--- src/rtl/fft_peak_collector.sv ---
// fft_peak_collector: reduces each serialized FFT frame to its peak bin.
// Ports: clk, reset (async, active-low), recv_* bin stream in, send_* peak (idx, |mag|) out.
module fft_peak_collector #(
   parameter int BIT_WIDTH = 32,
   parameter int N_SAMPLES = 8,
   parameter int SKIP_DC   = 1
) (
   input  logic                         clk,
   input  logic                         reset,
   input  logic [BIT_WIDTH-1:0]         recv_msg,
   input  logic                         recv_val,
   output logic                         recv_rdy,
   output logic [$clog2(N_SAMPLES)-1:0] send_idx,
   output logic [BIT_WIDTH-1:0]         send_mag,
   output logic                         send_val,
   input  logic                         send_rdy
);

   localparam int IW = $clog2(N_SAMPLES);
   localparam logic [BIT_WIDTH-1:0] MOST_NEG =
      {1'b1, {(BIT_WIDTH-1){1'b0}}};
   localparam logic [BIT_WIDTH-1:0] MOST_POS =
      {1'b0, {(BIT_WIDTH-1){1'b1}}};
   localparam logic [IW-1:0] LAST_IDX = IW'(N_SAMPLES - 1);

   typedef enum logic {ACCUM, DONE} state_t;

   state_t               state;
   state_t               state_next;
   logic [IW-1:0]        count;
   logic [IW-1:0]        best_idx;
   logic [BIT_WIDTH-1:0] best_mag;
   logic                 have_best;
   logic [BIT_WIDTH-1:0] mag;
   logic                 xfer;
   logic                 last_bin;
   logic                 is_cand;
   logic                 take;

   // |x| with the most negative code clamped so the result never wraps
   always_comb begin
      mag = recv_msg;
      if (recv_msg[BIT_WIDTH-1]) begin
         if (recv_msg == MOST_NEG) mag = MOST_POS;
         else                      mag = -recv_msg;
      end
   end

   assign xfer     = recv_val && (state == ACCUM);
   assign last_bin = (count == LAST_IDX);
   assign is_cand  = !((SKIP_DC != 0) && (count == '0));
   // strict compare keeps the lowest index on ties
   assign take     = xfer && is_cand &&
                     (!have_best || (mag > best_mag));

   always_ff @(posedge clk or negedge reset) begin
      if (!reset) state <= ACCUM;
      else        state <= state_next;
   end

   always_comb begin
      state_next = state;
      recv_rdy   = 1'b0;
      send_val   = 1'b0;
      unique case (state)
         ACCUM: begin
            recv_rdy = 1'b1;
            if (recv_val && last_bin) state_next = DONE;
         end
         DONE: begin
            send_val = 1'b1;
            if (send_rdy) state_next = ACCUM;
         end
      endcase
   end

   always_ff @(posedge clk or negedge reset) begin
      if (!reset) begin
         count     <= '0;
         have_best <= 1'b0;
         best_idx  <= '0;
         best_mag  <= '0;
      end else if (xfer) begin
         if (take) begin
            best_idx <= count;
            best_mag <= mag;
         end
         if (last_bin) begin
            count     <= '0;
            have_best <= 1'b0;
         end else begin
            count <= count + IW'(1);
            if (is_cand) have_best <= 1'b1;
         end
      end
   end

   assign send_idx = best_idx;
   assign send_mag = best_mag;

endmodule

--- config.mk ---
export PLATFORM = sky130hd
export DESIGN_NAME = fft_peak_collector
export DESIGN_NICKNAME = d
export VERILOG_FILES = /design/src/rtl/fft_peak_collector.sv
export SDC_FILE = /design/constraint.sdc
export NUM_CORES = 1
export LEC_CHECK = 0
export CAP_MARGIN = 40
export CORE_UTILIZATION = 40
export CTS_CLUSTER_SIZE = 12
export DETAILED_ROUTE_END_ITERATION = 10
export DONT_BUFFER_PORTS = 1
export MAX_ROUTING_LAYER = met4
export PLACE_DENSITY_LB_ADDON = 0.2
export SLEW_MARGIN = 25
export SYNTH_ARGS = -nofsm -noshare
export SYNTH_HDL_FRONTEND = slang
export SYNTH_SLANG_ARGS = --single-unit
--- constraint.sdc ---
create_clock -name clk -period 3.5 [get_ports clk]
set_clock_uncertainty 0.15 [all_clocks]
set_input_delay 0.7 -clock clk [delete_from_list [all_inputs] [get_ports clk]]
set_output_delay 0.7 -clock clk [all_outputs]
set_load 0.02 [all_outputs]
==> results of run 1 <==
==> worst register-to-register path, stage by stage, from the launching register on <==
cell       delay (ns)
dfrtp_1          0.51
inv_1            0.08
ha_1             0.33
nand4_1          0.19
o221ai_1         0.18
a2111o_1         0.51
a31oi_4          0.23
buf_12           0.16
clkbuf_16        0.16
mux2_2           0.33
==> cell usage in the layout, fill, tap and decap left out, types with 2 or more instances in the layout <==
cell type | netlist | layout
buf_16 | 0 | 2
ha_1 | 36 | 34
or4_1 | 6 | 6
xor2_1 | 13 | 13
or3_4 | 1 | 2
ha_4 | 0 | 2
mux2i_2 | 0 | 2
nor4_1 | 5 | 3
mux2_4 | 0 | 7
mux2i_1 | 9 | 7
a21oi_1 | 16 | 16
o41ai_1 | 3 | 3
a21boi_0 | 2 | 2
mux2_1 | 16 | 10
nand3b_1 | 3 | 3
dfrtp_1 | 40 | 40
o21ai_0 | 9 | 9
buf_4 | 0 | 51
a31oi_1 | 5 | 4
nor3_1 | 6 | 6
nand2_1 | 30 | 29
nor2b_1 | 3 | 3
o31ai_1 | 4 | 4
xnor2_1 | 2 | 2
nor2_1 | 16 | 16
buf_12 | 0 | 3
nand4_1 | 9 | 9
mux2_2 | 20 | 19
a21boi_1 | 2 | 2
or3_1 | 3 | 2
o21ai_1 | 4 | 3
o21a_1 | 5 | 5
clkbuf_8 | 0 | 5
or2_1 | 1 | 2
inv_1 | 41 | 41
nand3_1 | 2 | 2
==> kinds of logic (layout without fill, tap and decap cells) <==
family | after synthesis | in the layout | share of synthesized area
adders and majority gates | 36 | 36 | 0.140
buffers and inverters | 53 | 107 | 0.0636
and+or+nand+nor | 91 | 91 | 0.147
xor gates and xnor gates | 15 | 15 | 0.0410
muxes | 45 | 45 | 0.155
AOI/OAI and AO/OA | 65 | 65 | 0.141
DFF | 40 | 40 | 0.312
==> per-stage QoR <==
| step | total power [mW] | hold WS, ns | area [µm²] | TNS, ns |
|---|---|---|---|---|
| 6_report | 2.96 | 0.0875 | 4060 | -32.58 |
| 4_1_cts | 2.94 | 0.0850 | 3990 | -30.12 |
| 3_5_place_dp | 2.39 | 0.256 | 3730 | -47.57 |
| 2_1_floorplan | 2.04 | 0.254 | 3300 | -41.51 |
| 3_3_place_gp | 2.34 | 0.256 | 3730 | -45.79 |
| 5_1_grt | 3.20 | 0.0908 | 4060 | -36.08 |
==> final cells by class <==
| type | count | area (µm²) | share of cell area |
|---|---|---|---|
| Clock inverter | 3 | 42.5 | 0.0105 |
| Multi-Input combinational cell | 252 | 2130 | 0.525 |
| Tap cell | 102 | 128 | 0.0314 |
| Timing Repair Buffer | 58 | 534 | 0.132 |
| Inverter | 41 | 154 | 0.0379 |
| Clock buffer | 5 | 68.8 | 0.0169 |
| Sequential cell | 40 | 1000 | 0.246 |
==> report_power, final <==
group | internal [mW] | switching [mW] | leakage (nW)
logic | 0.792 | 0.622 | 1.41
clock network | 0.211 | 0.176 | 0.0541
registers | 0.694 | 0.464 | 0.472
==> state kept, by name, indices dropped and copies added, names as in the netlist <==
signal and cells:
state 1, have_best 1, count 3, send_mag 32
send_idx 3
==> timing repair <==
action / CTS / global route
resized for setup: 14 / 6
endpoints found under the setup margin: 35 / 35
endpoints found under the hold margin: 40 / 0
pin swaps: 0 / 7
cloned: 1 / 1
hold buffers: 1 / 0
buffers inserted: 3 / 3
==> layer usage <==
metal	GRT usage	up-vias	wire (µm)
li1	-	1348	-
met1	0.249	1279	3590
met2	0.328	54	3900
met3	0.0528	8	426
met4	0.0635	0	100
met5	-	-	0
==> worst paths after layout <==
| kind | slack [ns] | startpoint | to | cells after the start |
|---|---|---|---|---|
| worst min-delay path | 0.09 | reset | send_mag[24] | 1 |
| worst max register to register | 0.57 | send_mag[11] | send_mag[16] | 9 |
| worst min register to register | 0.40 | count[1] | send_idx[1] | 1 |
| worst max-delay path | -0.96 | recv_msg[14] | send_mag[16] | 15 |
| min in group clk | 0.34 | send_rdy | state | 1 |
| max in group asynchronous | 2.90 | reset | send_mag[2] | 1 |
==> key figures, run 1 <==
Critical path
  – Slowest cell on crit path: or4_4
  – Required @ worst endpoint: 3.53 ns
  – Setup crit end kind: flop
  – CP cell instances: or4_4 > or3_4 > or3_1 > or2_1 > buf_4 > nand2_1 > ha_1 > a21oi_1 > o21a_1 > o221ai_1 > a2111o_1 > a31oi_4 > buf_12 > clkbuf_16 > mux2_2
  – Crit path DAT: 4.50 ns
  – Buf+Inv Stages, Crit Path: 3
  – Crit Path Max Fanout: 8
  – Setup Crit Path Kind: input port to flop
  – Family with the most delay on the worst path: simple AND/OR/NAND/NOR gates
  – Slowest stage delay, CP: 0.52 ns
  – CP startpoint kind: input port

Synth
  – Post-Syn Area: 0.00321 mm²
  – Number of library cell types mapped by synthesis: 49
  – Synth area leaders: dfrtp_1 31%, ha_1 14%, mux2_2 7.0%
  – Seq/Total Area, Yosys: 0.312
  – Top cell type's share of synthesized area: 0.312
  – Synth cell count leaders: 41 x inv_1, 40 x dfrtp_1, 36 x ha_1
  – Most common cell in the netlist: inv_1
  – Synth Flop Type: dfrtp_1
  – Number of synthesized flops with an enable pin: 0
  – #FFs+latches synth: 40
  – Gate Count Post-Synth: 345
  – Syn avg cell area: 9.30 µm²
  – Async set-reset flop share out of synthesis: 1.00
  – Mapped Nets: 417
  – Dominant cell type by area after synthesis: dfrtp_1
  – Synth warnings: 0

GRT
  – First-pass GRT wire length: 13000 µm
  – Number of global-route vias before repair: 2695
  – Initial antenna violation count: 0
  – Largest net degree at the start of global routing: 41
  – GRT Overall Usage: 0.204
  – Remaining Overflow, GRT: 0

Placed design
  – Count of buffers from port buffering: 0
  – Placed cell count: 484
  – Pre-CTS setup slack: -1.38 ns
  – DPL Wire Length: 6120 µm
  – Gpl congestion: 0.827

Finish
  – Area Growth Syn to Fin: 26.7%
  – Layout Cells excl Fill: 501
  – Fill cells: 722
  – Core Util, Final: 0.526
  – Share of post-route cells with drive strength above 1: 0.276
  – Ant. Diodes: 0
  – Final nets: 470

Timing
  – Slew headroom: 0.727
  – Setup ws final: -0.964 ns
  – Final Hold Fails: 0
  – Final Setup Violations: 35
  – Fin crit period: 4.46 ns
  – Period utilization: 1.28
  – Pin slew with the least headroom to its limit: 0.405 ns
  – Fmax: 224 MHz
  – RSZ-0062 raised after global routing: yes
  – Final Slew Violations: 0

Job
  – Max-cap viol count: 0

Route
  – Via count: 2689
  – Via density: 5.37
  – DRT Pass-1 Iters: 4
  – Drt wl/cell: 16.0 µm
  – DRT antenna net count: 0
  – Final WL: 8020 µm
  – Initial drt markers: 51
  – DRC: 0

Floorplanning
  – Die height: 91.5 µm
  – Die Wd: 91.5 µm
  – Rows: 32
  – I/O pins: 73
  – Core area: 0.00773 mm²
  – Full die area: 0.00838 mm²
  – Initial Util: 0.415

Clocking
  – CTS tree: done
  – H-tree levels: 2
  – Sink Count: 40
  – Root buffer cell: clkbuf_8
  – Clk_lat worst skew: 0.30 ns
  – Max Root-Sink Buffers: 2
  – Worst-path clk slew: 0.09 ns
  – Num CTS Buffers: 5

Power
  – Peak VDD IR: 0.000410 V
  – Total power per unit cell area: 728 mW/mm²
  – LEAKAGE: 1.93 nW

Worst hold path
  – Worst Hold Class: input port to asynchronous set/reset pin

Outcome
  – Run status: finished, violations left
  – Failing checks: negative setup slack
Note: power is estimated with default switching activity, not from simulation.
==> inputs of run 2 (changes only) <==
REMOVE_ABC_BUFFERS = 1   (was unset)
==> run 2 against run 1 <==
Compared with the run above: count of clock-buffer cells in the layout unchanged; the flow still finishes with violations (negative setup slack); routed wire length up 8.1%; largest cell class unchanged; critical endpoint is now send_mag[24]; critical path type unchanged; non-clock buffer count is 11 higher; first-iteration DRC count increased by 100%.
==> key figures, run 2 (synthesized netlist as in run 1, its figures left out) <==
GRT
  – Grt met2 use: 0.329 (+0.000627)
  – Met3 Use GR: 0.0528 (unchanged)
  – Met1 GRT Util: 0.278 (+0.0284)
  – Remaining Overflow, GRT: 0 (unchanged)
  – Largest net degree at the start of global routing: 41 (unchanged)
  – Initial antenna violation count: 0 (unchanged)
  – Global route hottest layer: met2
  – Number of global-route vias before repair: 2777 (+3.0%)
  – GRT Overall Usage: 0.213 (+0.00947)
  – First-pass GRT wire length: 13600 µm (+5.2%)

Floorplanning
  – Core area: 0.00773 mm² (unchanged)
  – Rows: 32 (unchanged)
  – Die height: 91.5 µm (unchanged)
  – I/O pins: 73 (unchanged)
  – Initial Util: 0.415 (unchanged)
  – Full die area: 0.00838 mm² (unchanged)
  – Die Wd: 91.5 µm (unchanged)

Clocking
  – Sink Count: 40 (unchanged)
  – Num CTS Buffers: 5 (unchanged)
  – Worst-path clk slew: 0.09 ns (about the same)
  – CTS tree: done
  – Max Root-Sink Buffers: 2 (unchanged)
  – Clk_lat worst skew: 0.30 ns (about the same)
  – Root buffer cell: clkbuf_8
  – H-tree levels: 2 (unchanged)

Power
  – LEAKAGE: 2.12 nW (+9.8%)
  – Peak VDD IR: 0.000372 V (-9.4%)
  – Total power per unit cell area: 767 mW/mm² (+5.3%)

Finish
  – Most common cell after layout, fill and taps aside: buf_4
  – Most frequent cells in the layout: 58 x buf_4, 41 x inv_1, 40 x dfrtp_1
  – FF/Latch Area: 0.00100 mm² (unchanged)
  – Max reg flops: 32 (unchanged)
  – Ant. Diodes: 0 (unchanged)
  – Share of post-route cells with drive strength above 1: 0.320 (+0.0438)
  – Layout Cells excl Fill: 512 (+2.2%)
  – Core Util, Final: 0.552 (+0.0264)
  – Area Growth Syn to Fin: 33.0%
  – Final nets: 481 (+2.3%)
  – Area of the multi-input gates: 0.00223 mm² (+4.5%)
  – Fill cells: 690 (-4.4%)

Placed design
  – Placed cell count: 489 (+1.0%)
  – Pre-CTS setup slack: -1.54 ns (-0.159 ns)
  – Gpl congestion: 0.803 (-2.9%)
  – DPL Wire Length: 6090 µm (-0.58%)
  – Count of buffers from port buffering: 0 (unchanged)

Timing
  – RSZ-0062 raised after global routing: yes
  – Period utilization: 1.32 (+0.0407)
  – Final Slew Violations: 0 (unchanged)
  – Setup ws final: -1.11 ns (-0.142 ns)
  – Pin slew with the least headroom to its limit: 0.380 ns (-0.0252 ns)
  – Final Hold Fails: 0 (unchanged)
  – Fin crit period: 4.61 ns (+0.142 ns)
  – Final Setup Violations: 35 (unchanged)
  – Slew headroom: 0.744 (+0.0163)
  – Fmax: 217 MHz (-3.1%)

Critical path
  – Worst R2R Start: send_mag[17]
  – Crit path DAT: 4.64 ns (+0.14 ns)
  – Setup Crit Path Kind: input port to flop
  – Family with the most delay on the worst path: simple AND/OR/NAND/NOR gates
  – Worst reg-to-reg path cell count: 11 (+2)
  – CP cell instances: or4_4 > or3_4 > or3_4 > buf_6 > o41ai_4 > mux2i_1 > ha_1 > nand4_1 > nor3_1 > a2111oi_2 > a21boi_2 > a31oi_4 > buf_12 > buf_12 > mux2_1
  – Crit Path Max Fanout: 7 (-1)
  – CP startpoint kind: input port
  – Worst R2R Setup Slack: 0.49 ns (-0.08 ns)
  – Required @ worst endpoint: 3.53 ns (about the same)
  – Buf+Inv Stages, Crit Path: 3 (unchanged)
  – Setup crit end kind: flop
  – Slowest stage delay, CP: 0.52 ns (about the same)
  – Reg2reg end: send_mag[24]
  – Slowest cell on crit path: or4_4

Outcome
  – Run status: finished, violations left
  – Failing checks: negative setup slack

Worst hold path
  – Worst Hold Class: input port to asynchronous set/reset pin

Route
  – DRC: 0 (unchanged)
  – Final WL: 8670 µm (+8.1%)
  – DRT Pass-1 Iters: 5 (+1)
  – Drt wl/cell: 16.9 µm (+5.8%)
  – Via density: 5.42 (+0.94%)
  – Via count: 2774 (+3.2%)
  – DRT antenna net count: 0 (unchanged)
  – Initial drt markers: 104 (+100%)

Job
  – Max-cap viol count: 0 (unchanged)
[run 2: layer usage]
metal	part of all wire	up-vias
li1	-	1367
met1	0.45	1330
met2	0.47	65
met3	0.067	12
met4	0.015	0
met5	0	-
[run 2: through the flow]
stage / hold WS (ns) / setup TNS, ns / power [mW] / area [µm²]
2_1_floorplan: 0.254 / -108.20 / 1.97 / 3160
3_3_place_gp: 0.256 / -49.09 / 2.32 / 3720
3_5_place_dp: 0.255 / -53.28 / 2.35 / 3720
4_1_cts: 0.0800 / -33.93 / 3.11 / 4110
5_1_grt: 0.0939 / -39.90 / 3.53 / 4270
6_report: 0.0860 / -37.05 / 3.27 / 4270
[run 2: final cells by class]
cell class              count  area share
well taps                 102      0.0299
clock buffers               5      0.0161
clock inverters             3      0.0109
flip-flops and latches     40       0.235
inverters                  41      0.0361
multi-input cells         252       0.523
repair buffers             69       0.150
[run 2: timing repair]
action,in CTS,in global routing
pin swaps,3,5
gates resized for setup,33,23
endpoints found under the setup margin,35,35
hold buffers,1,0
cloned,3,1
hold endpoints to repair,40,0
buffers inserted,5,5
[run 2: report_power, final]
part	leakage (nW)	total, mW	internal [mW]	switching (mW)
Combinational	1.60	1.70	1.00	0.694
Clock	0.0548	0.401	0.215	0.186
Sequential	0.472	1.17	0.693	0.479
Total	2.12	3.27	1.91	1.36
[run 2: how the worst max path moves through the flow]
stage / cells past startpoint / endpoint / slack, ns / start
final: 15 / send_mag[24] / -1.11 / recv_msg[14]
after detailed placement: 14 / send_mag[13] / -1.54 / recv_msg[14]
after CTS: 14 / send_mag[22] / -1.00 / recv_msg[14]
after global placement: 13 / send_mag[24] / -1.42 / recv_msg[14]
after global routing: 15 / send_mag[24] / -1.19 / recv_msg[14]
after floorplan: 12 / send_idx[0] / -3.12 / recv_msg[21]
==> inputs of run 3 (changes only) <==
PLACE_DENSITY = 0.55   (was unset)
PLACE_DENSITY_LB_ADDON = unset   (was 0.2)
==> run 3 against run 2 <==
Compared with the run above: the run still ends with negative setup slack left; register-to-register slack better by 0.09 ns; die area did not move; sequential power barely moved; sequential cell count stayed put; utilization shrank 1.4 points; via count is 1.7% lower; setup slack improved by 0.073 ns; hold slack better by 0.0055 ns; critical endpoint is now send_mag[25]; highest routed layer unchanged.
==> key figures, run 3 (synthesized netlist as in run 1, its figures left out) <==
Critical path
  – Required @ worst endpoint: 3.53 ns (about the same)
  – Crit Path Max Fanout: 7 (unchanged)
  – Family with the most delay on the worst path: simple AND/OR/NAND/NOR gates
  – Buf+Inv Stages, Crit Path: 3 (unchanged)
  – Setup crit end kind: flop
  – CP cell instances: or4_4 > or3_4 > or3_1 > buf_4 > o31ai_2 > mux2i_1 > ha_1 > nand4_1 > nor4_4 > a31oi_1 > a21boi_2 > a31oi_4 > buf_6 > clkbuf_16 > mux2_1
  – CP startpoint kind: input port
  – Worst R2R Start: send_mag[7]
  – Setup Crit Path Kind: input port to flop
  – Slowest cell on crit path: or4_4
  – Crit path DAT: 4.56 ns (-0.08 ns)
  – Worst R2R Setup Slack: 0.58 ns (+0.09 ns)
  – Slowest stage delay, CP: 0.52 ns (about the same)
  – Reg2reg end: send_mag[25]
  – Worst reg-to-reg path cell count: 11 (unchanged)

Finish
  – Most frequent cells in the layout: 50 x buf_4, 41 x inv_1, 40 x dfrtp_1
  – Most common cell after layout, fill and taps aside: buf_4
  – Fill cells: 705 (+2.2%)
  – Share of post-route cells with drive strength above 1: 0.294 (-0.0252)
  – Area Growth Syn to Fin: 29.7%
  – Max reg flops: 32 (unchanged)
  – Area of the multi-input gates: 0.00224 mm² (+0.39%)
  – Layout Cells excl Fill: 503 (-1.8%)
  – FF/Latch Area: 0.00100 mm² (unchanged)
  – Ant. Diodes: 0 (unchanged)
  – Final nets: 472 (-1.9%)
  – Post-route cell area: 0.00416 mm² (-2.6%)

Outcome
  – Failing checks: negative setup slack
  – Run status: finished, violations left

Timing
  – Setup tns final: -34.59 ns (+2.46 ns)
  – Slew headroom: 0.745 (+0.00173)
  – Pin slew with the least headroom to its limit: 0.381 ns (+0.00159 ns)
  – Final Setup Violations: 35 (unchanged)
  – Final Slew Violations: 0 (unchanged)
  – Final Hold Fails: 0 (unchanged)
  – Fmax: 221 MHz (+1.6%)
  – Fin crit period: 4.53 ns (-0.0734 ns)
  – Period utilization: 1.30 (-0.0210)
  – RSZ-0062 raised after global routing: yes
  – Setup ws final: -1.03 ns (+0.0734 ns)

Worst hold path
  – Worst Hold Class: input port to asynchronous set/reset pin

Placed design
  – Placed cell count: 484 (-1.0%)
  – Pre-CTS setup slack: -1.50 ns (+0.0416 ns)
  – Gpl congestion: 0.803 (about the same)
  – Area after DPL: 0.00367 mm² (-1.3%)
  – DPL Wire Length: 6180 µm (+1.5%)
  – Count of buffers from port buffering: 0 (unchanged)

Floorplanning
  – Core area: 0.00773 mm² (unchanged)
  – Rows: 32 (unchanged)
  – Full die area: 0.00838 mm² (unchanged)
  – Die height: 91.5 µm (unchanged)
  – Initial Util: 0.415 (unchanged)
  – Die Wd: 91.5 µm (unchanged)
  – I/O pins: 73 (unchanged)

Power
  – Tot Pwr: 3.10 mW (-5.3%)
  – LEAKAGE: 2.06 nW (-3.2%)
  – Peak VDD IR: 0.000327 V (-12%)
  – Total power per unit cell area: 745 mW/mm² (-2.8%)

Route
  – Drt wl/cell: 16.7 µm (-1.7%)
  – Via density: 5.42 (about the same)
  – DRC: 0 (unchanged)
  – Initial drt markers: 74 (-29%)
  – DRT antenna net count: 0 (unchanged)
  – DRT Pass-1 Iters: 4 (-1)
  – Via count: 2726 (-1.7%)
  – Final WL: 8380 µm (-3.4%)

GRT
  – Largest net degree at the start of global routing: 41 (unchanged)
  – Initial antenna violation count: 0 (unchanged)
  – Remaining Overflow, GRT: 0 (unchanged)
  – GRT Overall Usage: 0.210 (-0.00318)
  – Number of global-route vias before repair: 2711 (-2.4%)
  – First-pass GRT wire length: 13500 µm (-1.3%)

Clocking
  – Root buffer cell: clkbuf_8
  – Clk_lat worst skew: 0.30 ns (about the same)
  – Sink Count: 40 (unchanged)
  – Max Root-Sink Buffers: 2 (unchanged)
  – H-tree levels: 2 (unchanged)
  – Num CTS Buffers: 5 (unchanged)
  – Worst-path clk slew: 0.09 ns (about the same)
  – CTS tree: done

Job
  – Max-cap viol count: 0 (unchanged)
==> run 3: report_power, final <==
group	switching, mW	internal (mW)	total, mW
Combinational	0.660	0.944	1.60
Sequential	0.478	0.693	1.17
Clock	0.181	0.141	0.322
Total	1.32	1.78	3.10
==> run 3: worst max-delay path by stage <==
stage	from	endpoint	slack [ns]	cells after the start
after floorplan	recv_msg[21]	send_idx[0]	-3.12	12
after global placement	recv_msg[14]	send_mag[24]	-1.46	13
after detailed placement	recv_msg[14]	send_mag[13]	-1.50	13
after CTS	recv_msg[14]	send_mag[31]	-1.01	14
after global routing	recv_msg[14]	send_mag[25]	-1.14	15
final	recv_msg[14]	send_mag[25]	-1.03	15
==> run 3: area by class of cell <==
class / instances / area share
clock buffer: 5 / 0.0166
clock inverter: 3 / 0.00572
inverter: 41 / 0.0370
multi-input combinational: 252 / 0.538
sequential: 40 / 0.241
tap: 102 / 0.0307
timing repair buffer: 60 / 0.131
==> run 3: layer usage <==
metal | GRT usage | vias to the layer above | wire (µm)
li1 | - | 1359 | -
met1 | 0.278 | 1302 | 4060
met2 | 0.323 | 61 | 3800
met3 | 0.0536 | 4 | 455
met4 | 0.0476 | 0 | 61
met5 | - | - | 0
==> run 3: timing repair <==
item / CTS / global route
hold endpoints to repair: 40 / 0
hold buffers: 1 / 0
pin swaps: 2 / 4
setup endpoints to repair: 35 / 35
setup buffers: 6 / 3
gates cloned: 0 / 1
gates resized for setup: 49 / 13
==> run 3: per-stage QoR <==
step | utilization | hold WS [ns]
final | 0.538 | 0.0915
after global routing | 0.538 | 0.0977
after CTS | 0.523 | 0.0959
after detailed placement | 0.475 | 0.256
after global placement | 0.475 | 0.256
after floorplan | - | 0.254
